**src/rtl/alu_req_driver.sv**
```systemverilog
// Request/response sequencer for the 8-bit combinational ALU: registers operands, waits SETTLE
// cycles, captures the result into resp_data and acc. Optional error reporting: `ALU_REQ_DRV_ERR_EN.
module alu_req_driver #(
    parameter int NBITS  = 8,
    parameter int SETTLE = 1
) (
    input  logic             clk,
    input  logic             reset,
    input  logic             req_val,
    output logic             req_rdy,
    input  logic [NBITS-1:0] req_in0,
    input  logic [NBITS-1:0] req_in1,
    input  logic [2:0]       req_op,
    input  logic             req_acc,
    output logic [NBITS-1:0] alu_in0,
    output logic [NBITS-1:0] alu_in1,
    output logic [2:0]       alu_op,
    input  logic [NBITS-1:0] alu_out,
    output logic             resp_val,
    input  logic             resp_rdy,
    output logic [NBITS-1:0] resp_data,
`ifdef ALU_REQ_DRV_ERR_EN
    output logic             resp_err,
`endif
    output logic [NBITS-1:0] acc
);

    generate
        if (SETTLE < 1 || SETTLE > 15) begin : g_bad_settle
            $error("alu_req_driver: SETTLE must be in 1..15");
        end
    endgenerate

    localparam logic [3:0] SETTLE_CNT = 4'(SETTLE);

    typedef enum logic [1:0] {
        IDLE,
        WAIT,
        RESP
    } state_t;

    state_t     state;
    state_t     state_nxt;
    logic [3:0] cnt;
    logic       accept;
    logic       capture;

    always_ff @(posedge clk or posedge reset) begin
        if (reset) begin
            state <= IDLE;
        end else begin
            state <= state_nxt;
        end
    end

    always_comb begin
        state_nxt = state;
        req_rdy   = 1'b0;
        resp_val  = 1'b0;
        accept    = 1'b0;
        capture   = 1'b0;
        case (state)
            IDLE: begin
                req_rdy = 1'b1;
                if (req_val) begin
                    accept    = 1'b1;
                    state_nxt = WAIT;
                end
            end
            WAIT: begin
                if (cnt == 4'd1) begin
                    capture   = 1'b1;
                    state_nxt = RESP;
                end
            end
            RESP: begin
                resp_val = 1'b1;
                if (resp_rdy) begin
                    state_nxt = IDLE;
                end
            end
            default: state_nxt = IDLE;
        endcase
    end

    // Settle counter: loaded on accept, counts down to the capture edge.
    always_ff @(posedge clk or posedge reset) begin
        if (reset) begin
            cnt <= 4'd0;
        end else if (accept) begin
            cnt <= SETTLE_CNT;
        end else if (state == WAIT && cnt != 4'd0) begin
            cnt <= cnt - 4'd1;
        end
    end

    always_ff @(posedge clk or posedge reset) begin
        if (reset) begin
            alu_in0 <= '0;
            alu_in1 <= '0;
            alu_op  <= 3'd0;
        end else if (accept) begin
            alu_in0 <= req_acc ? acc : req_in0;
            alu_in1 <= req_in1;
            alu_op  <= req_op;
        end
    end

    // Result capture; acc only follows results that are reported as good.
    always_ff @(posedge clk or posedge reset) begin
        if (reset) begin
            resp_data <= '0;
            acc       <= '0;
`ifdef ALU_REQ_DRV_ERR_EN
            resp_err  <= 1'b0;
`endif
        end else if (capture) begin
`ifdef ALU_REQ_DRV_ERR_EN
            if (alu_op == 3'd7) begin
                resp_data <= '0;
                resp_err  <= 1'b1;
            end else begin
                resp_data <= alu_out;
                acc       <= alu_out;
                resp_err  <= 1'b0;
            end
`else
            resp_data <= alu_out;
            acc       <= alu_out;
`endif
        end
    end

endmodule

```
**config.mk**
```make
export PLATFORM = sky130hd
export DESIGN_NAME = alu_req_driver
export DESIGN_NICKNAME = d
export VERILOG_FILES = /design/src/rtl/alu_req_driver.sv
export SDC_FILE = /design/constraint.sdc
export NUM_CORES = 1
export LEC_CHECK = 0
export CAP_MARGIN = 20
export CORE_MARGIN = 4
export CORE_UTILIZATION = 41
export DETAILED_ROUTE_END_ITERATION = 8
export PLACE_DENSITY = 0.79
export SLEW_MARGIN = 20
export SYNTH_ARGS = -nofsm -noshare
export SYNTH_HDL_FRONTEND = slang
export SYNTH_SLANG_ARGS = --single-unit
```
**constraint.sdc**
```tcl
create_clock -name clk -period 1.75 [get_ports clk]
set_input_delay 0.35 -clock clk [delete_from_list [all_inputs] [get_ports clk]]
set_output_delay 0.35 -clock clk [all_outputs]
set_load 0.1 [all_outputs]
```
==> summary.txt, run 1 <==
Route
  • First DRT Iteration DRCs: 51
  • Residual DRC: 0
  • Routed Antenna Nets: 0
  • Routed WL per cell: 17.1 um
  • Final WL: 4.01 mm
  • Drt via density: 5.03
  • Drt pass-1 iters: 4
  • Via Count: 1176

Synthesis
  • Top_reg_cell synth: dfrtp_1
  • Register area share after synthesis: 54.0%
  • Avg Inst Size Synth: 12.6 sq um
  • Synth Register Bits: 33
  • Syn. warnings: 0
  • Post-Syn Instances: 121
  • Post-synth ARST share: 100%
  • Mapped Area: 1530 sq um
  • Synth unique cells: 24
  • Syn nets: 156
  • EDFF count, synth: 0

Critical path
  • Slowest cell on the critical path: dfrtp_1
  • Crit start category: register
  • WP data required: 1.40 ns
  • Crit-path cells: nor2b_2 > buf_12
  • Setup CP Type: reg2out
  • CP max FO: 7
  • CP arrival: 1.22 ns
  • Crit. End Element: output port
  • Largest stage delay on the critical path: 0.48 ns

Die
  • DIE HEIGHT: 69.1 um
  • Cell Rows: 21
  • Die area: 4770 sq um
  • Die width: 69.1 um
  • Core area: 3470 sq um
  • Starting Density: 44.1%
  • IO Count: 69

Clocking
  • TritonCTS buffer count: 5
  • Max Root-Sink Buffers: 2
  • CTS root buffer: clkbuf_8
  • H-tree Lvls: 2
  • Post_cts resized: 0
  • Sink Count: 33
  • Clk_lat worst skew: 0.28 ns
  • Hold buffers post-CTS: 0
  • Post-CTS Setup Bufs: 0
  • CTS tree: done
  • Reg clk slew, reported paths: 0.07 ns

Outcome
  • Status: complete, no violations

Global route
  • Total GRT Usage: 18.0%
  • Remaining Overflow, GRT: 0
  • Vias in the first global route: 1289
  • First-pass GRT wire length: 6.86 mm
  • Largest net degree at the start of global routing: 34
  • Initial antenna violation count: 0

Timing
  • Final setup fails: 0
  • Unrepaired setup endpoints after global routing: false
  • Setup TNS: 0 ns
  • Final period util: 89.7%
  • FMAX: 637 MHz
  • Slew headroom: 73.3%
  • Worst-Margin Slew: 0.401 ns
  • Minimum clock period: 1.57 ns
  • Fin. max-slew vios: 0
  • Worst setup margin: 0.181 ns
  • Hold Vio Cnt, Final: 0
  • Worst clock skew: 0.00360 ns

Layout
  • Layout cells sized above 1: 38.8%
  • Finished Layout Cells: 234
  • Synthesis-to-finish area growth: 78.3%
  • Final core occ: 78.6%
  • Diode count: 0
  • Layout net count: 222

Placed design
  • Placed cells: 226
  • IO buf count: 68
  • Setup slack at placement: 0.0228 ns
  • GPL Wtd Cong: 0.743
  • Post-DP HPWL: 3.09 mm

Min path
  • Hold/Removal Path Class: in2async

Job
  • MaxCap Viol Count: 0
## cells in the final DEF (no fill, tap or decap)
cell type,count
clkbuf_1,1
or3b_4,1
nor2b_1,1
mux2_4,8
a31oi_1,2
clkdlybuf4s50_1,31
nor2b_2,1
o211ai_1,1
a21oi_1,9
nand2_1,3
nor2_1,11
mux2_2,11
dfrtp_1,33
mux2i_1,9
nor2_2,1
bufinv_16,1
nand3_1,1
buf_4,3
clkbuf_8,6
ha_1,3
a21o_1,1
buf_12,39
nor3b_4,1
inv_1,4
a31o_2,1
nor3_1,2
o21bai_1,1
and4b_1,2
## worst max-delay path, delay by kind of cell, from the launching register on
family / cells / cell delay, ns
buffers and inverters: 1 / 0.20
flip-flops: 1 / 0.48
AND/OR/NAND/NOR: 1 / 0.26
## flip-flops by register name, indices dropped and copies added (netlist names)
signal   cells
cnt          4
acc          8
alu_op       3
state        2
alu_in1      8
alu_in0      8
## layout make-up
cell class	instances	area, sq um
clock buffer	7	86.3
clock inverter	1	30.0
fill	205	741
inverter	4	15.0
multi-input combinational	70	599
sequential	33	826
tap	46	57.6
timing repair buffer	73	1110
## cell families (layout without fill, tap and decap cells)
| family | Yosys count | after routing | synth area share (%) |
|---|---|---|---|
| flip-flops | 33 | 33 | 54.0 |
| multiplexers | 28 | 28 | 21.8 |
| AND/OR/NAND/NOR | 24 | 24 | 8.34 |
| buffers and inverters | 18 | 85 | 7.60 |
| AO/OA/AOI/OAI | 15 | 15 | 5.81 |
| adder cells (fa/ha/maj) | 3 | 3 | 2.45 |
## synth_stat cells (all sizes together) (2+ instances only)
| master | n | area, sq um |
|---|---|---|
| ha | 3 | 37.5 |
| nor3 | 2 | 10.0 |
| mux2 | 19 | 244 |
| nor2b | 2 | 12.5 |
| mux2i | 9 | 90.1 |
| a31oi | 2 | 12.5 |
| buf | 13 | 96.3 |
| inv | 4 | 15.0 |
| a21oi | 9 | 45.0 |
| nand2 | 3 | 11.3 |
| and4b | 2 | 20.0 |
| nor2 | 12 | 45.0 |
| dfrtp | 33 | 826 |
## worst paths after layout
| kind | endpoint | start | slack, ns | cells after the start |
|---|---|---|---|---|
| worst max-delay path | resp_val | state[1] | 0.18 | 2 |
| worst min-delay path | acc[2] | reset | 0.46 | 3 |
| worst max register to register | acc[7] | cnt[1] | 0.19 | 5 |
| worst min register to register | cnt[0] | cnt[0] | 0.54 | 1 |
| max in group asynchronous | state[1] | reset | 1.00 | 3 |
| min in group clk | cnt[0] | cnt[0] | 0.54 | 1 |
## metal layers
metal	vias up	GRT usage (%)	part of all wire [%]
met2	55	29.1	50
li1	539	-	-
met5	-	0	0
met3	4	6.83	6.9
met1	578	22.6	42
met4	0	4.56	1.2
## stage by stage
step,hold slack [ns],area [sq um]
after floorplan,0.479,1540
after detailed placement,0.526,2610
final,0.461,2730
after global routing,0.523,2730
after CTS,0.473,2730
after global placement,0.523,2610
Power of run 1 is not shown: default switching activity piles up to over one toggle a cycle in this logic, so the estimate is an artifact.
==> run 2, diff against run 1 <==
--- a/config.mk
+++ b/config.mk
@@ -7,9 +7,9 @@
 export LEC_CHECK = 0
 export CAP_MARGIN = 20
 export CORE_MARGIN = 4
-export CORE_UTILIZATION = 41
+export CORE_UTILIZATION = 44
 export DETAILED_ROUTE_END_ITERATION = 8
-export PLACE_DENSITY = 0.79
+export PLACE_DENSITY = 0.84
 export SLEW_MARGIN = 20
 export SYNTH_ARGS = -nofsm -noshare
 export SYNTH_HDL_FRONTEND = slang
==> constraint.sdc (replaced) <==
create_clock -name clk -period 1.9 [get_ports clk]
set_input_delay 0.38 -clock clk [delete_from_list [all_inputs] [get_ports clk]]
set_output_delay 0.38 -clock clk [all_outputs]
set_load 0.1 [all_outputs]
==> run 2 against run 1 <==
  * Via count decreased by 3.6%
  * Critical path depth stayed put
  * First-iteration DRC count rose by 2.0%
  * Core utilization fell by 6.2 points
  * Global-route usage about the same
  * Sequential share of layout area up 3.9 points
  * Critical endpoint unchanged
  * Largest cell class unchanged
==> summary.txt, run 2 (synthesis gave the netlist of run 1 again) <==
Die
  • Core area: 3340 sq um (-3.8%)
  • DIE HEIGHT: 67.0 um (-3.1%)
  • Die width: 67.0 um (-3.1%)
  • Cell Rows: 21 (unchanged)
  • Die area: 4480 sq um (-6.0%)
  • Starting Density: 45.9% (+1.7 points)
  • IO Count: 69 (unchanged)

Timing
  • Worst clock skew: 0.00799 ns (+0.00439 ns)
  • Hold Vio Cnt, Final: 0 (unchanged)
  • WHS: 0.422 ns (-0.0381 ns)
  • FMAX: 588 MHz
  • Worst setup margin: 0.199 ns (+0.0183 ns)
  • Final setup fails: 0 (unchanged)
  • Unrepaired setup endpoints after global routing: false
  • Setup TNS: 0 ns (unchanged)
  • Slew headroom: 67.2% (-6.1 points)
  • Final period util: 89.5%
  • Worst-Margin Slew: 0.491 ns (+0.0902 ns)
  • Fin. max-slew vios: 0 (unchanged)
  • Minimum clock period: 1.70 ns

Clocking
  • Max Root-Sink Buffers: 2 (unchanged)
  • Sink Count: 33 (unchanged)
  • Reg clk slew, reported paths: 0.11 ns (+0.04 ns)
  • Hold buffers post-CTS: 0 (unchanged)
  • CTS root buffer: clkbuf_4
  • CTS tree: done
  • Post-CTS Setup Bufs: 0 (unchanged)
  • Post_cts resized: 0 (unchanged)
  • Clk_lat worst skew: 0.34 ns (+0.06 ns)
  • TritonCTS buffer count: 5 (unchanged)
  • H-tree Lvls: 2 (unchanged)

Layout
  • Largest registers: acc (8), alu_in0 (8), alu_in1 (8)
  • Commonest non-fill, non-tap cell in the layout: dfrtp_1
  • Synthesis-to-finish area growth: 57.9%
  • Finished Layout Cells: 232 (-0.85%)
  • Fillers: 213 (+3.9%)
  • Layout cells sized above 1: 38.7% (-0.12 points)
  • Most frequent cells in the layout: 33 x dfrtp_1, 31 x clkdlybuf4s50_1, 21 x buf_4, 19 x buf_12
  • Layout net count: 220 (-0.90%)
  • Diode count: 0 (unchanged)

Global route
  • Total GRT Usage: 18.0% (+0.026 points)
  • Met3 Track Usage GR: 3.88% (-3.0 points)
  • GR Util met2: 31.1% (+1.9 points)
  • Largest net degree at the start of global routing: 34 (unchanged)
  • Met1 Usage GRT: 21.5% (-1.1 points)
  • Busiest layer in global routing: met2
  • Remaining Overflow, GRT: 0 (unchanged)
  • Initial antenna violation count: 0 (unchanged)
  • First-pass GRT wire length: 5.91 mm (-14%)
  • Vias in the first global route: 1215 (-5.7%)

Critical path
  • CP max FO: 7 (unchanged)
  • CP arrival: 1.32 ns (+0.10 ns)
  • Crit start category: register
  • WP data required: 1.52 ns (+0.12 ns)
  • Setup CP Type: reg2out
  • Crit. End Element: output port

Placed design
  • Setup slack at placement: 0.110 ns (+0.0871 ns)
  • Post-DP HPWL: 2.90 mm (-5.9%)
  • Placed cells: 224 (-0.88%)
  • IO buf count: 68 (unchanged)
  • GPL Wtd Cong: 0.832 (+12%)

Route
  • Residual DRC: 0 (unchanged)
  • Drt via density: 4.89 (-2.7%)
  • Drt pass-1 iters: 4 (unchanged)
  • Via Count: 1134 (-3.6%)
  • Routed Antenna Nets: 0 (unchanged)
  • Routed WL per cell: 16.0 um (-6.4%)
  • First DRT Iteration DRCs: 52 (+2.0%)
  • Final WL: 3.72 mm (-7.2%)

Outcome
  • Status: complete, no violations

Job
  • MaxCap Viol Count: 0 (unchanged)

Min path
  • Hold/Removal Path Class: in2async
## run 2: cell types whose count changed in the layout (fill, tap and decap cells not counted), sizes merged
cell	change
clkinv	+1
bufinv	-1
buf	-2
## run 2: layout make-up
| class | instances | area, sq um | area share [%] |
|---|---|---|---|
| clock buffers | 7 | 65.1 | 2.69 |
| repair buffers | 71 | 848 | 35.1 |
| clock inverters | 1 | 5.00 | 0.207 |
| multi-input cells | 70 | 599 | 24.8 |
| flip-flops and latches | 33 | 826 | 34.2 |
| well taps | 46 | 57.6 | 2.38 |
| inverters | 4 | 15.0 | 0.621 |
## run 2: final timing paths
| kind | from | to | slack (ns) | depth (start not counted) |
|---|---|---|---|---|
| setup / recovery | state[1] | resp_val | 0.20 | 2 |
| hold reg to reg | alu_in1[1] | alu_in1[1] | 0.52 | 1 |
| min in group clk | alu_in1[1] | alu_in1[1] | 0.52 | 1 |
| setup reg to reg | cnt[0] | cnt[1] | 0.36 | 5 |
| max in group asynchronous | reset | alu_in0[5] | 1.18 | 3 |
| hold / removal | reset | alu_in1[2] | 0.42 | 3 |
## run 2: stage by stage
step           utilization (%)  cell area (sq um)
5_1_grt                   72.4               2420
3_3_place_gp              70.3               2350
3_5_place_dp              70.3               2350
6_report                  72.4               2420
4_1_cts                   72.4               2420
2_1_floorplan                -               1540
## run 2: critical path, cell delays in order (launching register included)
cell     delay, ns
dfrtp_1       0.52
nor2b_2       0.27
buf_12        0.20
## run 2: routing by layer
layer  share of wire (%)  vias up
met3                 7.5        3
met5                   0        -
met4                0.78        0
met2                  54       54
li1                    -      536
met1                  38      541
Power of run 2 is left out for the same reason.
